===== config.mk =====
export PLATFORM = sky130hd
export DESIGN_NAME = uart_rx_word
export DESIGN_NICKNAME = d
export VERILOG_FILES = /design/src/rtl/uart_pkg.sv /design/src/rtl/uart_rx_core.sv /design/src/rtl/uart_rx_word.sv
export SDC_FILE = /design/constraint.sdc
export NUM_CORES = 1
export LEC_CHECK = 0
export CAP_MARGIN = 20
export CORE_UTILIZATION = 40
export CTS_CLUSTER_SIZE = 24
export DETAILED_ROUTE_END_ITERATION = 12
export SYNTH_ARGS = -nofsm -noshare
export SYNTH_HDL_FRONTEND = slang
export SYNTH_SLANG_ARGS = --single-unit
export TNS_END_PERCENT = 30

===== constraint.sdc =====
create_clock -name clk -period 2.24 [get_ports clk]
set_clock_uncertainty 0.1 [all_clocks]
set_input_delay 0.224 -clock clk [delete_from_list [all_inputs] [get_ports clk]]
set_output_delay 0.224 -clock clk [all_outputs]
set_load 0.005 [all_outputs]

===== src/rtl/uart_pkg.sv =====
// Shared definitions for the UART receive path.
//   - parity mode constants used by the PARITY parameter
//   - receive FSM state encoding
//   - div_calc: clocks per bit for a given clock frequency and baud rate
package uart_pkg;

  localparam int PARITY_NONE = 0;
  localparam int PARITY_ODD  = 1;
  localparam int PARITY_EVEN = 2;

  // The ST_ prefix keeps the state names clear of the PARITY module parameter.
  typedef enum logic [2:0] {
    ST_IDLE,
    ST_START,
    ST_DATA,
    ST_PARITY,
    ST_STOP
  } rx_state_e;

  function automatic int div_calc(input int clk_freq, input int baud);
    return clk_freq / baud;
  endfunction

endpackage


===== src/rtl/uart_rx_core.sv =====
// UART byte receiver: 2-FF input synchroniser, bit timing and receive FSM.
// Ports:
//   clk, rst      - system clock, synchronous active-high reset
//   uart_rxd      - asynchronous serial input, idle high
//   rx_byte       - received byte, meaningful in the cycle byte_done is high
//   byte_done     - one-cycle strobe: good byte completed (mid-stop sample)
//   frame_err     - one-cycle strobe: stop bit sampled low
//   parity_err    - one-cycle strobe: parity mismatch on the finished frame
//   idle          - FSM is in IDLE (no frame in progress)
// All strobes are combinational and coincide with the mid-stop sample cycle.
module uart_rx_core
  import uart_pkg::*;
#(
  parameter int CLK_FREQ = 50_000_000,
  parameter int BAUD     = 115200,
  parameter int PARITY   = 0
) (
  input  logic       clk,
  input  logic       rst,
  input  logic       uart_rxd,
  output logic [7:0] rx_byte,
  output logic       byte_done,
  output logic       frame_err,
  output logic       parity_err,
  output logic       idle
);

  localparam int          DIV     = div_calc(CLK_FREQ, BAUD);
  localparam logic [15:0] HALF_M1 = 16'(DIV / 2 - 1);
  localparam logic [15:0] FULL_M1 = 16'(DIV - 1);
  // Data XOR parity bit must equal this for a good frame.
  localparam logic        PAR_TARGET = (PARITY == PARITY_ODD);

  logic        sync1_reg, sync2_reg;
  logic        rxd_s;
  rx_state_e   state_reg, state_next;
  logic [15:0] cnt_reg, cnt_next;
  logic [2:0]  bit_reg, bit_next;
  logic [7:0]  shift_reg, shift_next;
  logic        par_err_reg, par_err_next;

  assign rxd_s = sync2_reg;

  always_ff @(posedge clk) begin
    if (rst) begin
      sync1_reg   <= 1'b1;
      sync2_reg   <= 1'b1;
      state_reg   <= ST_IDLE;
      cnt_reg     <= '0;
      bit_reg     <= '0;
      shift_reg   <= '0;
      par_err_reg <= 1'b0;
    end else begin
      sync1_reg   <= uart_rxd;
      sync2_reg   <= sync1_reg;
      state_reg   <= state_next;
      cnt_reg     <= cnt_next;
      bit_reg     <= bit_next;
      shift_reg   <= shift_next;
      par_err_reg <= par_err_next;
    end
  end

  always_comb begin
    state_next   = state_reg;
    cnt_next     = cnt_reg;
    bit_next     = bit_reg;
    shift_next   = shift_reg;
    par_err_next = par_err_reg;
    byte_done    = 1'b0;
    frame_err    = 1'b0;
    parity_err   = 1'b0;
    case (state_reg)
      ST_IDLE: begin
        if (!rxd_s) begin
          state_next = ST_START;
          cnt_next   = '0;
          bit_next   = '0;
        end
      end
      ST_START: begin
        // Half a bit in: a line that is high again was a glitch.
        if (cnt_reg == HALF_M1) begin
          cnt_next = '0;
          if (!rxd_s) begin
            state_next   = ST_DATA;
            par_err_next = 1'b0;
          end else begin
            state_next = ST_IDLE;
          end
        end else begin
          cnt_next = cnt_reg + 16'd1;
        end
      end
      ST_DATA: begin
        if (cnt_reg == FULL_M1) begin
          cnt_next   = '0;
          shift_next = {rxd_s, shift_reg[7:1]};  // LSB arrives first
          if (bit_reg == 3'd7) begin
            state_next = (PARITY != PARITY_NONE) ? ST_PARITY : ST_STOP;
          end else begin
            bit_next = bit_reg + 3'd1;
          end
        end else begin
          cnt_next = cnt_reg + 16'd1;
        end
      end
      ST_PARITY: begin
        if (cnt_reg == FULL_M1) begin
          cnt_next     = '0;
          state_next   = ST_STOP;
          par_err_next = ((^shift_reg) ^ rxd_s) != PAR_TARGET;
        end else begin
          cnt_next = cnt_reg + 16'd1;
        end
      end
      ST_STOP: begin
        // Leave right after the mid-stop sample so a following start bit
        // that begins at the end of this stop bit is not missed.
        if (cnt_reg == FULL_M1) begin
          cnt_next   = '0;
          state_next = ST_IDLE;
          frame_err  = !rxd_s;
          parity_err = par_err_reg;
          byte_done  = rxd_s && !par_err_reg;
        end else begin
          cnt_next = cnt_reg + 16'd1;
        end
      end
      default: state_next = ST_IDLE;
    endcase
  end

  assign rx_byte = shift_reg;
  assign idle    = (state_reg == ST_IDLE);

endmodule


===== src/rtl/uart_rx_word.sv =====
// UART receiver with word assembler and valid/ready output.
// Ports:
//   clk, rst       - system clock, synchronous active-high reset
//   uart_rxd       - asynchronous serial input, idle high
//   word_data      - assembled WORD_BYTES*8-bit word, stable while word_valid
//   word_valid     - word available in the output slot
//   word_ready     - consumer accepts when word_valid && word_ready
//   frame_err      - one-cycle pulse: stop bit sampled low
//   parity_err     - one-cycle pulse: parity mismatch
//   overrun        - one-cycle pulse: completed word dropped (slot still full)
//   timeout_abort  - one-cycle pulse: partial word discarded after idle time
// Any errored byte drops the partial word so assembly resyncs on the next byte.
module uart_rx_word
  import uart_pkg::*;
#(
  parameter int CLK_FREQ     = 50_000_000,
  parameter int BAUD         = 115200,
  parameter int WORD_BYTES   = 8,
  parameter int PARITY       = 0,
  parameter int MSB_FIRST    = 0,
  parameter int TIMEOUT_BITS = 20
) (
  input  logic                    clk,
  input  logic                    rst,
  input  logic                    uart_rxd,
  output logic [WORD_BYTES*8-1:0] word_data,
  output logic                    word_valid,
  input  logic                    word_ready,
  output logic                    frame_err,
  output logic                    parity_err,
  output logic                    overrun,
  output logic                    timeout_abort
);

  localparam int DIV    = div_calc(CLK_FREQ, BAUD);
  localparam int TO_CYC = TIMEOUT_BITS * DIV;

  logic [7:0] rx_byte;
  logic       rx_byte_done, rx_frame_err, rx_parity_err, rx_idle;

  uart_rx_core #(
    .CLK_FREQ (CLK_FREQ),
    .BAUD     (BAUD),
    .PARITY   (PARITY)
  ) u_core (
    .clk        (clk),
    .rst        (rst),
    .uart_rxd   (uart_rxd),
    .rx_byte    (rx_byte),
    .byte_done  (rx_byte_done),
    .frame_err  (rx_frame_err),
    .parity_err (rx_parity_err),
    .idle       (rx_idle)
  );

  logic [4:0]              count_reg, count_next;
  logic [4:0]              slot_idx;
  logic [31:0]             idle_cnt_reg, idle_cnt_next;
  logic                    timeout_hit;
  logic                    word_complete;
  logic [WORD_BYTES*8-1:0] word_assembled;
  logic [WORD_BYTES*8-1:0] word_data_reg, word_data_next;
  logic                    word_valid_reg, word_valid_next;
  logic                    overrun_reg, overrun_next;
  logic                    timeout_reg, timeout_next;
  logic                    frame_err_reg, parity_err_reg;

  always_comb begin
    slot_idx = count_reg;
    if (MSB_FIRST != 0) slot_idx = 5'(WORD_BYTES - 1) - count_reg;
  end

  // Byte slots. word_assembled already includes the byte arriving this
  // cycle so the final byte can go straight into the output slot.
  genvar gi;
  generate
    for (gi = 0; gi < WORD_BYTES; gi++) begin : g_slot
      logic [7:0] slot_reg;
      logic       hit;
      assign hit = rx_byte_done && (slot_idx == 5'(gi));
      assign word_assembled[gi*8 +: 8] = hit ? rx_byte : slot_reg;
      always_ff @(posedge clk) begin
        if (rst)      slot_reg <= '0;
        else if (hit) slot_reg <= rx_byte;
      end
    end
  endgenerate

  assign word_complete = rx_byte_done && (count_reg == 5'(WORD_BYTES - 1));
  assign timeout_hit   = rx_idle && (count_reg != 5'd0) &&
                         (idle_cnt_reg == 32'(TO_CYC - 1));

  always_comb begin
    count_next      = count_reg;
    word_data_next  = word_data_reg;
    word_valid_next = word_valid_reg;
    overrun_next    = 1'b0;
    timeout_next    = 1'b0;
    idle_cnt_next   = '0;

    if (word_valid_reg && word_ready) word_valid_next = 1'b0;

    if (rx_frame_err || rx_parity_err) begin
      count_next = '0;
    end else if (word_complete) begin
      count_next = '0;
      // Accept when the slot is free or is being drained this same cycle.
      if (!word_valid_reg || word_ready) begin
        word_data_next  = word_assembled;
        word_valid_next = 1'b1;
      end else begin
        overrun_next = 1'b1;
      end
    end else if (rx_byte_done) begin
      count_next = count_reg + 5'd1;
    end else if (timeout_hit) begin
      count_next   = '0;
      timeout_next = 1'b1;
    end

    // Idle timer only runs between bytes of a partial word.
    if (rx_idle && (count_reg != 5'd0) && !timeout_hit)
      idle_cnt_next = idle_cnt_reg + 32'd1;
  end

  always_ff @(posedge clk) begin
    if (rst) begin
      count_reg      <= '0;
      idle_cnt_reg   <= '0;
      word_data_reg  <= '0;
      word_valid_reg <= 1'b0;
      overrun_reg    <= 1'b0;
      timeout_reg    <= 1'b0;
      frame_err_reg  <= 1'b0;
      parity_err_reg <= 1'b0;
    end else begin
      count_reg      <= count_next;
      idle_cnt_reg   <= idle_cnt_next;
      word_data_reg  <= word_data_next;
      word_valid_reg <= word_valid_next;
      overrun_reg    <= overrun_next;
      timeout_reg    <= timeout_next;
      frame_err_reg  <= rx_frame_err;
      parity_err_reg <= rx_parity_err;
    end
  end

  assign word_data     = word_data_reg;
  assign word_valid    = word_valid_reg;
  assign overrun       = overrun_reg;
  assign timeout_abort = timeout_reg;
  assign frame_err     = frame_err_reg;
  assign parity_err    = parity_err_reg;

endmodule


==> flow_metrics.tcl, run 1 <==
set metrics [dict create \
    outcome "finished, final reports clean" \
    netlist_top_cells_area "dfxtp_1 48%, mux2i_1 7.0%, nand2_1 5.3%" \
    num_antenna_cells 0 \
    root_buffer "clkbuf_16" \
    antenna_found_initial 0 \
    fill_cells 1904 \
    period_share_pct 94.9 \
    tightest_slew_ns 0.610 \
    maxSlewHeadroom_pct 59.2 \
    cts_buffer_depth 2 \
    drt-total-wl_um 17800 \
    synth_largest_area_cell "dfxtp_1" \
    seqPwrFrac_pct 52.1 \
    wl_per_cell_um 14.1 \
    largest_register_ffs 64 \
    critPathCaptureType "flop" \
    power.leakage_nw 3.73 \
    drt_first_pass_iters 4 \
    max_freq_ghz 0.470 \
    path_max_fanout 6 \
    vias 6413 \
    place_congestion 0.793 \
    setup_viol 0 \
    grt_pass1_wl_um 29700 \
    area_growth_pct 23.9 \
    initial_core_util_pct 41.1 \
    boundaryPins 73 \
    numCtsBuffers 17 \
    max-cap-violations 0 \
    fp.dieH_um 144 \
    powerDensity_nw_per_um2 667 \
    cts.clk_slew.worst_paths_ns 0.08 \
    synth_top_area_share_pct 48.5 \
    first_iter_violations 344 \
    slowest_delay_ns 0.54 \
    rows 51 \
    crit_required_ns 2.46 \
    cts_tree "done" \
    async_reset_ff_share_pct 0 \
    start_kind "flop" \
    htreeDepth 4 \
    fin_crit_ns 2.13 \
    antenna_left 0 \
    seq_area_frac_synth_pct 48.5 \
    synth_edf_count 0 \
    cp_slowest_cell "or4_1" \
    peakVddDrop_mv 0.494 \
    synth-seq-cells 195 \
    grt_pass1_vias 5968 \
    cts_sinks 195 \
    core_area_um2 19600 \
    nets 1003 \
    hold_buffers 0 \
    slew_violations 0 \
    grt-ovfl-total 0 \
    portBuffers 72 \
    syn_area_per_cell_um2 8.97 \
    dp_hpwl_um 12200 \
    crit_arrival_ns 2.34 \
    post_cts_buffers 0 \
    syn_inst 898 \
    clock_latency_ns 0.43 \
    rsz0062_at_grt "yes" \
    final_layout_size_suffix_gt1_share_pct 12.6 \
    clock_power_share_pct 45.7 \
    crit_chain "or4_1 -> nor4_2 -> buf_4 -> nand4_1 -> a21oi_1 -> nor3_1" \
    power_switching_w 0.00155 \
    switching_share_pct 23.3 \
    p_int_w 0.00510 \
    p_comb_share_pct 2.1 \
    synth.distinct_cells 57 \
    synth_nets 912 \
    hold_class "input port to flop" \
    drc 0 \
    syn-cell-area_um2 8060 \
    yosys_most_used_dff "dfxtp_1" \
    grt_max_degree 119 \
    grt_usage_pct 18.1 \
    p_total_w 0.00666 \
    die_w_um 144 \
    hold_viol 0 \
    whs_ns 0.238 \
    design.die.area_um2 20700 \
    path_class "flop to flop" \
    synth-warning-count 0 \
    via_per_inst 5.06 \
]
final timing paths:
kind,start,to,slack (ns),depth (start not counted)
max,idle_cnt_reg[18],count_reg[2],0.11,6
min,rst,g_slot[4].slot_reg[7],0.24,3
max reg2reg,idle_cnt_reg[18],count_reg[2],0.11,6
min reg2reg,u_core.sync1_reg,u_core.rxd_s,0.31,1
worst max-delay path, delay by kind of cell, from the launching register on:
kind                   cells  cell delay [ns]
DFF                        1             0.36
and+or+nand+nor            4             1.15
buffers and inverters      1             0.17
AOI/OAI and AO/OA          1             0.24
kinds of logic after synthesis:
kind of cell,Yosys count,share of synthesized area (%)
AO/OA/AOI/OAI,124,9.12
XOR/XNOR,48,5.22
adder cells (fa/ha/maj),10,1.55
buffers and inverters,71,4.16
flip-flops,195,48.5
multiplexers,57,7.10
AND/OR/NAND/NOR,393,24.4
layer usage:
| layer | track usage [%] | part of all wire (%) | vias to the layer above | wire length [µm] |
|---|---|---|---|---|
| met5 | 0 | 0 | - | 0 |
| met1 | 24.1 | 50 | 3010 | 8990 |
| met2 | 29.8 | 46 | 91 | 8210 |
| met3 | 3.13 | 2.6 | 14 | 464 |
| li1 | - | - | 3298 | - |
| met4 | 5.32 | 0.93 | 0 | 166 |
final cells by class:
type,count,area [µm²],area share [%]
Clock buffer,17,425,4.26
Clock inverter,15,164,1.64
Inverter,12,45.0,0.451
Multi-Input combinational cell,632,3880,38.9
Sequential cell,195,3900,39.1
Tap cell,265,332,3.32
Timing Repair Buffer,131,1240,12.4
what timing repair did:
action / in CTS / in global routing
pin swaps: 0 / 2
endpoints found under the setup margin: 1 / 79
gates resized for setup: 1 / 10
power by group through the flow:
stage	Sequential, W	Clock, W	Combinational [W]
floorplan	0.00356	0	0.0000875
global placement	0.00355	0	0.000142
detailed placement	0.00355	0	0.000141
CTS	0.00347	0.00310	0.000142
global route	0.00347	0.00325	0.000154
finish	0.00347	0.00305	0.000141
placed cells by master (no fill, tap or decap), types with 13 or more instances in the layout:
cell / n
xnor2_1: 26
nor2_1: 113
clkbuf_16: 17
mux2i_1: 55
xor2_1: 22
clkdlybuf4s50_1: 71
nand4_1: 24
a211oi_1: 21
a21oi_1: 61
nor4_1: 13
dfxtp_1: 195
buf_4: 54
nand2_1: 113
nand3_1: 46
metrics by stage:
step / cells / setup TNS (ns) / setup WS [ns] / cell area, µm² / utilization [%]
6_report: 1267 / 0 / 0.114 / 9990 / 51.0
5_1_grt: 1267 / -0.00755 / -0.00755 / 9990 / 51.0
4_1_cts: 1267 / 0 / 0.0294 / 9930 / 50.7
3_5_place_dp: 1235 / 0 / 0.0315 / 9340 / 47.7
3_3_place_gp: 1235 / 0 / 0.0508 / 9340 / 47.7
2_1_floorplan: 898 / 0 / 0.204 / 8060 / -
cells in the mapped netlist (2+ instances only):
| cell type | number |
|---|---|
| a211oi_1 | 21 |
| a21o_1 | 3 |
| a21oi_1 | 61 |
| a31oi_1 | 11 |
| and3_1 | 11 |
| and4_1 | 5 |
| buf_2 | 16 |
| buf_4 | 7 |
| buf_6 | 3 |
| clkbuf_1 | 33 |
| dfxtp_1 | 195 |
| ha_1 | 10 |
| inv_1 | 11 |
| mux2i_1 | 56 |
| nand2_1 | 113 |
| nand2b_1 | 6 |
| nand3_1 | 46 |
| nand4_1 | 24 |
| nand4_2 | 2 |
| nand4b_1 | 3 |
| nor2_1 | 113 |
| nor2_2 | 2 |
| nor3_1 | 11 |
| nor3_2 | 5 |
| nor3b_1 | 2 |
| nor4_1 | 14 |
| nor4b_1 | 3 |
| nor4bb_1 | 5 |
| o211ai_1 | 2 |
| o21ai_0 | 11 |
| o21ai_1 | 7 |
| o31ai_1 | 3 |
| or2_2 | 4 |
| or3_1 | 4 |
| or4_1 | 6 |
| or4b_1 | 2 |
| xnor2_1 | 26 |
| xor2_1 | 22 |
No activity file was read; power rests on OpenSTA's default activity.
==> run 2, diff against run 1 <==
- DONT_BUFFER_PORTS: default -> 1
==> flow_metrics.tcl, run 2 (same netlist as run 1, synthesis figures left out) <==
set metrics [dict create \
    portBuffers 0 \
    design.die.area_um2 20700 \
    die_w_um 144 \
    drt_first_pass_iters 4 \
    nets 937 \
    grt_pass1_wl_um 28400 \
    htreeDepth 4 \
    largest_register_ffs 64 \
    cts_buffer_depth 2 \
    cts.clk_slew.worst_paths_ns 0.07 \
    seqPwrFrac_pct 53.0 \
    fin_crit_ns 2.12 \
    vias 6224 \
    drt-total-wl_um 18100 \
    timing.final.ws_setup_ns 0.117 \
    path_max_fanout 8 \
    boundaryPins 73 \
    place_congestion 0.772 \
    antenna_left 0 \
    startpoint "u_core.state_reg[2]" \
    rrSetupSlack_ns 0.12 \
    final_layout_size_suffix_gt1_share_pct 13.9 \
    grt-ovfl-total 0 \
    drc 0 \
    grt_max_degree 120 \
    initial_core_util_pct 41.1 \
    clock_latency_ns 0.44 \
    hold_buffers 5 \
    finalInstanceArea_um2 9360 \
    numCtsBuffers 17 \
    maxSlewHeadroom_pct 59.8 \
    switching_share_pct 21.8 \
    max_freq_ghz 0.471 \
    path_class "flop to flop" \
    grt_pass1_vias 5521 \
    area_growth_pct 16.2 \
    first_iter_violations 308 \
    powerDensity_nw_per_um2 701 \
    fill_cells 1921 \
    setup_viol 0 \
    violations "hold timing" \
    power.leakage_nw 3.55 \
    p_total_w 0.00656 \
    final_common_cell "dfxtp_1" \
    grt_usage_pct 17.5 \
    reg2reg_depth 6 \
    p_comb_share_pct 1.5 \
    outcome "finished, violations left" \
    fp.dieH_um 144 \
    p_int_w 0.00513 \
    slew_violations 0 \
    num_antenna_cells 0 \
    max-cap-violations 0 \
    power_switching_w 0.00143 \
    core_area_um2 19600 \
    antenna_found_initial 0 \
    mostFrequentLayoutCells "191 x dfxtp_1, 113 x nor2_1, 111 x nand2_1, 61 x a21oi_1, 55 x mux2i_1" \
    wl_per_cell_um 15.1 \
    start_kind "flop" \
    tightest_slew_ns 0.600 \
    hold_class "input port to flop" \
    root_buffer "clkbuf_16" \
    dp_hpwl_um 11800 \
    cts_tree "done" \
    r2r-start "u_core.state_reg[2]" \
    crit_arrival_ns 2.35 \
    clock_power_share_pct 45.6 \
    place_area_um2 8560 \
    cts_sinks 195 \
    peakVddDrop_mv 0.443 \
    rows 51 \
    via_per_inst 5.18 \
    rr_endpoint "g_slot[3].slot_reg[2]" \
    finish.utilization_pct 47.8 \
    hold_viol 115 \
    cp-endpoint "g_slot[3].slot_reg[2]" \
    place_ws_ns -0.00651 \
    period_share_pct 94.8 \
    crit_required_ns 2.46 \
    whs_ns -0.243 \
    final.setup.tns_ns 0 \
    critPathCaptureType "flop" \
]
-- run 2: cell count changes in the layout (fill, tap and decap cells not counted), sizes merged --
| cell | previous run | this run |
|---|---|---|
| clkinvlp | 2 | 4 |
| clkinv | 5 | 1 |
| dlygate4sd3 | 0 | 4 |
| clkbuf | 17 | 23 |
| buf | 60 | 59 |
| inv | 19 | 17 |
| clkdlybuf4s50 | 71 | 0 |
-- run 2: how the worst min path moves through the flow --
stage | start | end | cells past startpoint
global route | rst | word_data[39] | 1
global placement | rst | u_core.bit_reg[2] | 1
CTS | rst | u_core.bit_reg[2] | 1
detailed placement | rst | u_core.bit_reg[2] | 1
finish | rst | word_data[39] | 1
floorplan | uart_rxd | u_core.sync1_reg | 1
-- run 2: cell type report --
cell class	count	area, µm²	share of cell area, %
Inverter	12	45.0	0.481
Timing Repair Buffer	65	578	6.17
Clock inverter	11	118	1.26
Sequential cell	195	3910	41.8
Clock buffer	21	460	4.92
Tap cell	265	332	3.54
Multi-Input combinational cell	632	3920	41.9
-- run 2: layer usage --
metal  part of all wire, %  global-route usage [%]  wire [µm]
met4                   1.4                    6.61        256
met5                     0                       0          0
met2                    46                    27.9       8430
met1                    48                    23.0       8720
met3                   4.0                    4.13        722
-- run 2: power by group through the flow --
stage	sequential (W)	clock [W]	combinational [W]
6_report	0.00347	0.00299	0.0000982
5_1_grt	0.00347	0.00320	0.000110
4_1_cts	0.00348	0.00306	0.0000988
3_5_place_dp	0.00356	0	0.0000923
3_3_place_gp	0.00356	0	0.0000937
2_1_floorplan	0.00356	0	0.0000875
-- run 2: stage by stage --
step	cells	hold slack, ns
floorplan	898	0.228
global placement	1160	0.203
detailed placement	1160	0.204
CTS	1197	-0.257
global route	1201	-0.259
finish	1201	-0.243
-- run 2: worst max-delay path: stages, from the launching register on --
cell and delay [ns]:
dfxtp_2 0.38, or3b_4 0.44, or3_4 0.44, nor2_4 0.18
nand4b_1 0.13, buf_4 0.20, mux2i_1 0.13
-- run 2: repair_timing --
action	CTS	global route
cloned	0	2
setup buffers	0	3
resized for setup	3	21
pin swaps	0	4
endpoints found under the setup margin	10	95
endpoints found under the hold margin	118	115
==> run 3, diff against run 2 <==
- DONT_BUFFER_PORTS: 1 -> default
- clock period: 2.24 -> 2.2 ns (I/O delays scaled with it)
==> flow_metrics.tcl, run 3 (same netlist as run 1, synthesis figures left out) <==
set metrics [dict create \
    antenna_left 0 \
    setup_viol 0 \
    hold_class "input port to flop" \
    die_w_um 144 \
    rsz0062_at_grt "yes" \
    outcome "finished, final reports clean" \
    tightest_slew_ns 0.601 \
    fin_crit_ns 2.15 \
    numCtsBuffers 17 \
    crit_required_ns 2.46 \
    cts_tree "done" \
    powerDensity_nw_per_um2 659 \
    path_class "flop to flop" \
    hold_viol 0 \
    vias 6493 \
    drc 0 \
    start_kind "flop" \
    maxSlewHeadroom_pct 59.8 \
    cts_buffer_depth 2 \
    max-cap-violations 0 \
    crit_chain "nor4_4 -> nor4bb_2 -> buf_4 -> and3_4 -> buf_12 -> clkbuf_16 -> o21ai_1 -> a31oi_1" \
    drt_first_pass_iters 5 \
    place_congestion 0.824 \
    portBuffers 72 \
    mostFrequentLayoutCells "190 x dfxtp_1, 112 x nand2_1, 111 x nor2_1, 71 x clkdlybuf4s50_1, 58 x buf_4" \
    dp.cells 1238 \
    area_growth_pct 27.9 \
    htreeDepth 4 \
    largest_register_ffs 64 \
    final_layout_size_suffix_gt1_share_pct 15.8 \
    whs_ns 0.249 \
    antenna_found_initial 0 \
    rows 51 \
    via_per_inst 5.08 \
    core_area_um2 19600 \
    wl_per_cell_um 14.5 \
    power.leakage_nw 3.82 \
    first_iter_violations 347 \
    final_cells 1279 \
    grt_max_degree 105 \
    slowest_delay_ns 0.38 \
    clock_latency_ns 0.44 \
    nets 1015 \
    drt-total-wl_um 18500 \
    boundaryPins 73 \
    critPathCaptureType "flop" \
    num_antenna_cells 0 \
    final_common_cell "dfxtp_1" \
    crit_arrival_ns 2.42 \
    grt_usage_pct 18.3 \
    peakVddDrop_mv 0.612 \
    root_buffer "clkbuf_16" \
    grt_pass1_vias 5927 \
    fp.dieH_um 144 \
    cp_slowest_cell "nor4_4" \
    grt-ovfl-total 0 \
    grt_pass1_wl_um 29800 \
    design.die.area_um2 20700 \
    dp_hpwl_um 12200 \
    slew_violations 0 \
    initial_core_util_pct 41.1 \
    p_total_w 0.00680 \
    path_max_fanout 15 \
    period_share_pct 97.9 \
    max_freq_ghz 0.464 \
    cts.clk_slew.worst_paths_ns 0.07 \
    cts_sinks 195 \
]
run 3: metrics by stage:
| step | setup TNS [ns] | cell area (µm²) | setup slack, ns | util (%) |
|---|---|---|---|---|
| finish | 0 | 10300 | 0.0455 | 52.6 |
| global route | -0.388 | 10300 | -0.0398 | 52.6 |
| CTS | 0 | 10000 | 0.0187 | 51.1 |
| detailed placement | -0.0340 | 9380 | -0.0106 | 47.9 |
| global placement | 0 | 9380 | 0.0426 | 47.9 |
| floorplan | 0 | 8060 | 0.164 | - |
run 3: final timing paths:
check	start	end	slack, ns	depth (start not counted)
worst max-delay path	u_core.cnt_reg[14]	word_data[43]	0.05	8
worst max register to register	u_core.cnt_reg[14]	word_data[43]	0.05	8
worst min-delay path	uart_rxd	u_core.sync1_reg	0.25	2
worst min register to register	u_core.sync1_reg	u_core.rxd_s	0.32	1
run 3: power by group:
group / total (W) / internal (W) / switching, W
Clock: 0.00311 / 0.00155 / 0.00156
Combinational: 0.000149 / 0.0000488 / 0.0000997
Sequential: 0.00353 / 0.00353 / 0.00000343
run 3: cell type report:
cell class	count	area, µm²
inverters	12	45.0
clock inverters	15	186
repair buffers	143	1430
fillers	1834	9280
multi-input cells	632	3980
flip-flops and latches	195	3910
well taps	265	332
clock buffers	17	425
run 3: timing repair:
item                                   4_1_cts  5_1_grt
hold buffers                                 1        0
endpoints found under the hold margin        6        0
pin swaps                                    0       12
setup buffers                                0        5
resized for setup                            2       35
gates cloned                                 0        3
setup endpoints to repair                   11      131
run 3: per-layer routing:
layer  global-route usage [%]  vias up  part of all wire, %
li1                         -     3327                    -
met1                     24.5     3062                   49
met2                     29.3       94                   47
met3                     4.20       10                  3.2
met4                     5.26        0                 0.94
met5                        0        -                    0
run 3: critical path, delay by kind of cell, from the launching register on:
kind,cells,cell delay [ns]
AO/OA/AOI/OAI,2,0.21
buffers and inverters,3,0.48
flip-flops,1,0.35
AND/OR/NAND/NOR,3,0.93
